## src/rtl/zbt_access_arbiter.sv

```systemverilog
`timescale 1ns/1ps
`default_nettype none
// ============================================================================
// Module  : zbt_access_arbiter
// Brief   : Slot-based video/audio arbiter for one ZBT SRAM port, with idle
//           gap cycles between owners. Macro ZBT_ARB_AUDIO_URGENT_EN lets a
//           starving audio client win ties and preempt video mid-slot.
// Rev     : 1.0
// ============================================================================
module zbt_access_arbiter #(
    parameter int SLOT_LEN = 16,
    parameter int GAP_LEN  = 2
) (
    input  logic        clock,
    input  logic        resetn,
    input  logic        Video_Req_I,
    input  logic        Audio_Req_I,
    input  logic        Audio_Urgent_I,
    output logic        Video_ZBT_Access_O,
    output logic        Audio_ZBT_Access_O,
    input  logic [18:0] Video_ZBT_Address_I,
    input  logic [31:0] Video_ZBT_Write_Data_I,
    input  logic        Video_ZBT_Write_En_I,
    input  logic [18:0] Audio_ZBT_Address_I,
    input  logic [31:0] Audio_ZBT_Write_Data_I,
    input  logic        Audio_ZBT_Write_En_I,
    output logic [18:0] ZBT_Address_O,
    output logic [31:0] ZBT_Write_Data_O,
    output logic        ZBT_Write_En_O,
    output logic [1:0]  Owner_O
);
    localparam int CNT_MAX = (SLOT_LEN > GAP_LEN) ? SLOT_LEN : GAP_LEN;
    localparam int CNT_W   = $clog2(CNT_MAX + 1);
    localparam logic [CNT_W-1:0] SLOT_RELOAD = CNT_W'(SLOT_LEN - 1);
    localparam logic [CNT_W-1:0] GAP_RELOAD  = CNT_W'(GAP_LEN - 1);
    localparam logic [CNT_W-1:0] CNT_ONE     = CNT_W'(1);

    typedef enum logic [1:0] {
        IDLE      = 2'b00,
        GRANT_VID = 2'b01,
        GRANT_AUD = 2'b10,
        GAP       = 2'b11
    } state_t;

    state_t           state_q, state_d;
    logic [CNT_W-1:0] cnt_q, cnt_d;
    logic             last_aud_q, last_aud_d;
    logic             vid_acc_q, vid_acc_d;
    logic             aud_acc_q, aud_acc_d;
    logic [1:0]       owner_q, owner_d;
    logic             audio_urgent;
    logic             vid_preempt;
    logic             pick_vid, pick_aud;

`ifdef ZBT_ARB_AUDIO_URGENT_EN
    localparam logic [CNT_W-1:0] HALF_SLOT = CNT_W'(SLOT_LEN / 2);
    assign audio_urgent = Audio_Req_I & Audio_Urgent_I;
    // cnt_q <= SLOT_LEN/2 means at least SLOT_LEN/2 grant cycles have elapsed
    assign vid_preempt  = audio_urgent & (cnt_q <= HALF_SLOT);
`else
    logic unused_urgent;
    assign unused_urgent = Audio_Urgent_I;
    assign audio_urgent  = 1'b0;
    assign vid_preempt   = 1'b0;
`endif

    always_comb begin
        pick_vid = 1'b0;
        pick_aud = 1'b0;
        if (audio_urgent) begin
            pick_aud = 1'b1;
        end else if (Video_Req_I && Audio_Req_I) begin
            pick_vid = last_aud_q;
            pick_aud = !last_aud_q;
        end else begin
            pick_vid = Video_Req_I;
            pick_aud = Audio_Req_I;
        end
    end

    always_comb begin
        state_d    = state_q;
        cnt_d      = cnt_q;
        last_aud_d = last_aud_q;
        case (state_q)
            IDLE, GAP: begin
                if (state_q == GAP && cnt_q != '0) begin
                    cnt_d = cnt_q - CNT_ONE;
                end else if (pick_vid) begin
                    state_d = GRANT_VID;
                    cnt_d   = SLOT_RELOAD;
                end else if (pick_aud) begin
                    state_d = GRANT_AUD;
                    cnt_d   = SLOT_RELOAD;
                end else begin
                    state_d = IDLE;
                    cnt_d   = '0;
                end
            end
            GRANT_VID: begin
                cnt_d = cnt_q - CNT_ONE;
                if (!Video_Req_I || vid_preempt || (cnt_q == '0 && Audio_Req_I)) begin
                    state_d    = GAP;
                    cnt_d      = GAP_RELOAD;
                    last_aud_d = 1'b0;
                end else if (cnt_q == '0) begin
                    cnt_d = SLOT_RELOAD;
                end
            end
            GRANT_AUD: begin
                cnt_d = cnt_q - CNT_ONE;
                if (!Audio_Req_I || (cnt_q == '0 && Video_Req_I)) begin
                    state_d    = GAP;
                    cnt_d      = GAP_RELOAD;
                    last_aud_d = 1'b1;
                end else if (cnt_q == '0) begin
                    cnt_d = SLOT_RELOAD;
                end
            end
            default: begin
                state_d = IDLE;
                cnt_d   = '0;
            end
        endcase
    end

    // Outputs decoded from the next state so they are flops aligned with state_q
    always_comb begin
        vid_acc_d = (state_d == GRANT_VID);
        aud_acc_d = (state_d == GRANT_AUD);
        case (state_d)
            GRANT_VID: owner_d = 2'b01;
            GRANT_AUD: owner_d = 2'b10;
            GAP:       owner_d = owner_q;
            default:   owner_d = 2'b00;
        endcase
    end

    always_ff @(posedge clock or negedge resetn) begin
        if (!resetn) begin
            state_q    <= IDLE;
            cnt_q      <= '0;
            last_aud_q <= 1'b1;
            vid_acc_q  <= 1'b0;
            aud_acc_q  <= 1'b0;
            owner_q    <= 2'b00;
        end else begin
            state_q    <= state_d;
            cnt_q      <= cnt_d;
            last_aud_q <= last_aud_d;
            vid_acc_q  <= vid_acc_d;
            aud_acc_q  <= aud_acc_d;
            owner_q    <= owner_d;
        end
    end

    always_comb begin
        ZBT_Address_O    = '0;
        ZBT_Write_Data_O = '0;
        ZBT_Write_En_O   = 1'b0;
        case (owner_q)
            2'b01: begin
                ZBT_Address_O    = Video_ZBT_Address_I;
                ZBT_Write_Data_O = Video_ZBT_Write_Data_I;
                ZBT_Write_En_O   = Video_ZBT_Write_En_I & vid_acc_q;
            end
            2'b10: begin
                ZBT_Address_O    = Audio_ZBT_Address_I;
                ZBT_Write_Data_O = Audio_ZBT_Write_Data_I;
                ZBT_Write_En_O   = Audio_ZBT_Write_En_I & aud_acc_q;
            end
            default: begin
                ZBT_Address_O    = '0;
                ZBT_Write_Data_O = '0;
                ZBT_Write_En_O   = 1'b0;
            end
        endcase
    end

    assign Video_ZBT_Access_O = vid_acc_q;
    assign Audio_ZBT_Access_O = aud_acc_q;
    assign Owner_O            = owner_q;

endmodule
`default_nettype wire

```

## config.mk

```make
export PLATFORM = sky130hd
export DESIGN_NAME = zbt_access_arbiter
export DESIGN_NICKNAME = d
export VERILOG_FILES = /design/src/rtl/zbt_access_arbiter.sv
export SDC_FILE = /design/constraint.sdc
export NUM_CORES = 1
export LEC_CHECK = 0
export ABC_AREA = 1
export ABC_CLOCK_PERIOD_IN_PS = 1990
export BUFFER_PORTS_ARGS = -buffer_cell sky130_fd_sc_hd__buf_2
export CORE_UTILIZATION = 36
export CTS_CLUSTER_SIZE = 10
export DETAILED_ROUTE_END_ITERATION = 16
export PLACE_DENSITY_LB_ADDON = 0.05
export SLEW_MARGIN = 5
export SYNTH_ARGS = -nofsm -noshare
export SYNTH_HDL_FRONTEND = slang
export SYNTH_SLANG_ARGS = --single-unit
```

## constraint.sdc

```tcl
create_clock -name clock -period 1.99 [get_ports clock]
set_clock_uncertainty 0.05 [all_clocks]
set_input_delay 0 -clock clock [delete_from_list [all_inputs] [get_ports clock]]
set_output_delay 0 -clock clock [all_outputs]
set_load 0.005 [all_outputs]
```

==> reports/metrics.cfg <==
[run_status]
status = complete, no violations

[timing]
unrepaired_setup_endpoints_after_global_routing = no
setup_total_negative_slack_ns = 0
finalHoldViolCount = 0
worst_slew_margin_rel_pct = 65.2
slew_viol_final = 0
setup_viol = 0
max_slew.worst_pin.slew_ns = 0.522
share_of_the_clock_period_used_by_the_worst_path_after_layout_pct = 94.1
final.min_clock_period_ns = 1.87
max_freq_mhz = 534

[grt]
grt_max_degree = 53
grt_first_pass_wirelength_um = 10200
first_global_vias = 1991
grt_antenna_before_repair = 0
global_route.usage.total_pct = 26.4
grt_remaining_overflow = 0

[worst_setup_path]
origin_of_the_critical_flop_to_flop_path = state_q[0]
worst_path_largest_cell_delay_ns = 0.37
critical_path_class = reg2out
worstSetupPathDepth = 5
cpLargestDelayFamily = buffers and inverters
worst_flop_to_flop_path_endpoint = Owner_O[1]
crit_path_max_fanout = 52
worst_path_max_delay_cell = sky130_fd_sc_hd__dfrtp_1
worstSetupEndpointType = output pin
worst_setup_path_endpoint = ZBT_Write_Data_O[3]
setup.worst_path.start_class = register
timing.critical_path.arrival_ns = 1.82
r2r.worst_path.cells = 7
critical_path_required_ns = 1.94
regToRegSetupSlack_ns = 0.29
crit_buf_inv = 3
startpoint = Owner_O[0]
path_cells = inv_1 -> ha_1 -> buf_4 -> a21oi_1 -> buf_2

[clock_tree]
clock-sinks = 12
cts_tree = done
post-cts-setup-buffers = 0
clk-insertion-delay-late_ns = 0.24
cts-buffers-inserted = 3
clockRootBuffer = sky130_fd_sc_hd__clkbuf_8
clkSlewWorstSetupHoldPaths_ns = 0.05
cts_htree_levels = 1
cts.path.max_buffers = 2
cts_resized = 0

[pwr]
power.share.sequential_pct = 12.4
clkPwrFrac_pct = 6.1
cellPowerDensity_nw_per_um2 = 1470
internal_power_w = 0.00160
power.combinational.fraction_pct = 81.4
netSwitchingFraction_pct = 56.8
leakage_nw = 1.44
switchingPower_w = 0.00211
max-vdd-ir-drop_mv = 2.07

[yosys]
post_synth_inst_count = 295
synth_async_sr_flop_share_pct = 100
synthMostInstantiatedCell = sky130_fd_sc_hd__nand2_1
postSynthRegisterBits = 12
number_of_synthesized_flops_with_an_enable_pin = 0
area_share_of_the_largest_cell_type_after_synthesis_pct = 31.2
ys.flop_type = sky130_fd_sc_hd__dfrtp_1
mappedNetlistNets = 410
synthTopCellsByArea = sky130_fd_sc_hd__nand2_1, sky130_fd_sc_hd__dfrtp_1, sky130_fd_sc_hd__a21oi_1
yosys-top-cells-count = sky130_fd_sc_hd__nand2_1, sky130_fd_sc_hd__a21oi_1, sky130_fd_sc_hd__nand3_1
syn_area_um2 = 1640
synthDistinctLibCells = 27
syn_area_per_cell_um2 = 5.54
synthDominantAreaCellType = sky130_fd_sc_hd__nand2_1
synth_seq_area_share_pct = 18.4
yosysWarningCount = 0

[final_layout]
drive_gt1_share_pct = 41.6
finish.utilization_pct = 58.2
syn2layout_area_growth_pct = 54.9
net_count_reported_at_finish = 561
antennaDiodeCount = 0

[route]
post_drt_wl_per_cell_um = 13.6
dr.first_iter.drc_count = 151
route.detailed.drc = 0
route.antenna.remaining_nets = 0
routed_via_density = 4.82
drt_pre_antenna_iters = 4
route.final.wire_length_um = 6740
vias = 2396

[floorplanning]
full_die_area_um2 = 4820
top_level_ports = 165
start_util_pct = 37.6
die_width_um = 69.4
fp-row-count = 24
design.core.area_um2 = 4350
die-height_um = 69.4

[worst_hold_path]
worst_hold_path_type = in2async

[place]
placement.io_buffers = 163
finalWeightedCongestion = 0.901
place.detailed.hpwl_um = 5240

[run]
maxCapViolCount = 0

## sequential cells by signal, indices dropped and copies added, names as in the netlist
signal / count
state_q: 2
last_aud_q: 1
Owner_O: 2
Audio_ZBT_Access_O: 1
cnt_q: 5
Video_ZBT_Access_O: 1
## worst min-delay path by stage
| stage | start | end | slack, ns | depth (start not counted) |
|---|---|---|---|---|
| after global placement | resetn | cnt_q[1] | -0.16 | 1 |
| final | resetn | Owner_O[1] | 0.13 | 2 |
| after CTS | resetn | Owner_O[1] | 0.13 | 2 |
| after global routing | resetn | Owner_O[1] | 0.17 | 2 |
| after floorplan | resetn | Audio_ZBT_Access_O | -0.35 | 0 |
| after detailed placement | resetn | cnt_q[1] | -0.16 | 1 |
## area by class of cell
class | instances | area, um2
well taps | 52 | 65.1
multi-input cells | 245 | 1180
clock buffers | 4 | 45.0
fillers | 439 | 1820
repair buffers | 167 | 873
inverters | 17 | 63.8
flip-flops and latches | 12 | 302
## kinds of logic (layout without fill, tap and decap cells)
group                      count (synthesis)  in the layout  share of synthesized area [%]
and+or+nand+nor                          173            173                           45.4
AOI/OAI and AO/OA                         64             64                           21.2
xor gates and xnor gates                   2              2                           1.07
buffers and inverters                     38            188                           9.26
DFF                                       12             12                           18.4
adders and majority gates                  6              6                           4.59
## what timing repair did
action                     4_1_cts  5_1_grt
hold endpoints to repair        12        0
hold buffers                     1        0
setup endpoints to repair        0        0
## cell usage in the layout, fill, tap and decap left out, types with 2 or more instances in the layout
cell type | netlist | routed
sky130_fd_sc_hd__buf_12 | 0 | 2
sky130_fd_sc_hd__nor2_1 | 4 | 4
sky130_fd_sc_hd__buf_2 | 3 | 163
sky130_fd_sc_hd__nand3_2 | 2 | 2
sky130_fd_sc_hd__inv_1 | 16 | 16
sky130_fd_sc_hd__nand2_1 | 136 | 136
sky130_fd_sc_hd__clkbuf_8 | 0 | 3
sky130_fd_sc_hd__dfrtp_1 | 11 | 11
sky130_fd_sc_hd__nand4_1 | 5 | 5
sky130_fd_sc_hd__a21oi_2 | 2 | 2
sky130_fd_sc_hd__a21oi_1 | 53 | 53
sky130_fd_sc_hd__xor2_1 | 2 | 2
sky130_fd_sc_hd__nand3_1 | 19 | 19
sky130_fd_sc_hd__nand2_2 | 3 | 3
sky130_fd_sc_hd__ha_1 | 6 | 5
sky130_fd_sc_hd__o21ai_0 | 5 | 5
## through the flow
| stage | setup slack [ns] | area (um2) | hold slack (ns) | power, W | std cells |
|---|---|---|---|---|---|
| 2_1_floorplan | 0.454 | 1640 | -0.346 | 0.00244 | 295 |
| 3_3_place_gp | 0.349 | 2480 | -0.159 | 0.00343 | 492 |
| 3_5_place_dp | 0.323 | 2480 | -0.157 | 0.00345 | 492 |
| 4_1_cts | 0.179 | 2530 | 0.126 | 0.00371 | 497 |
| 5_1_grt | 0.0826 | 2530 | 0.166 | 0.00409 | 497 |
| 6_report | 0.118 | 2530 | 0.132 | 0.00371 | 497 |
## per-layer routing
layer  track usage [%]  wire, um
met1              38.3      2980
met2              35.7      2750
met3              12.6      1010
met4              4.08         8
met5                 0         0
## power by group through the flow
stage | Combinational, W | Sequential, W | Clock, W
floorplan | 0.00198 | 0.000457 | 0
global placement | 0.00297 | 0.000463 | 0
detailed placement | 0.00299 | 0.000468 | 0
CTS | 0.00301 | 0.000464 | 0.000234
global route | 0.00337 | 0.000476 | 0.000246
finish | 0.00302 | 0.000462 | 0.000228
Note: power is estimated with default switching activity, not from simulation.
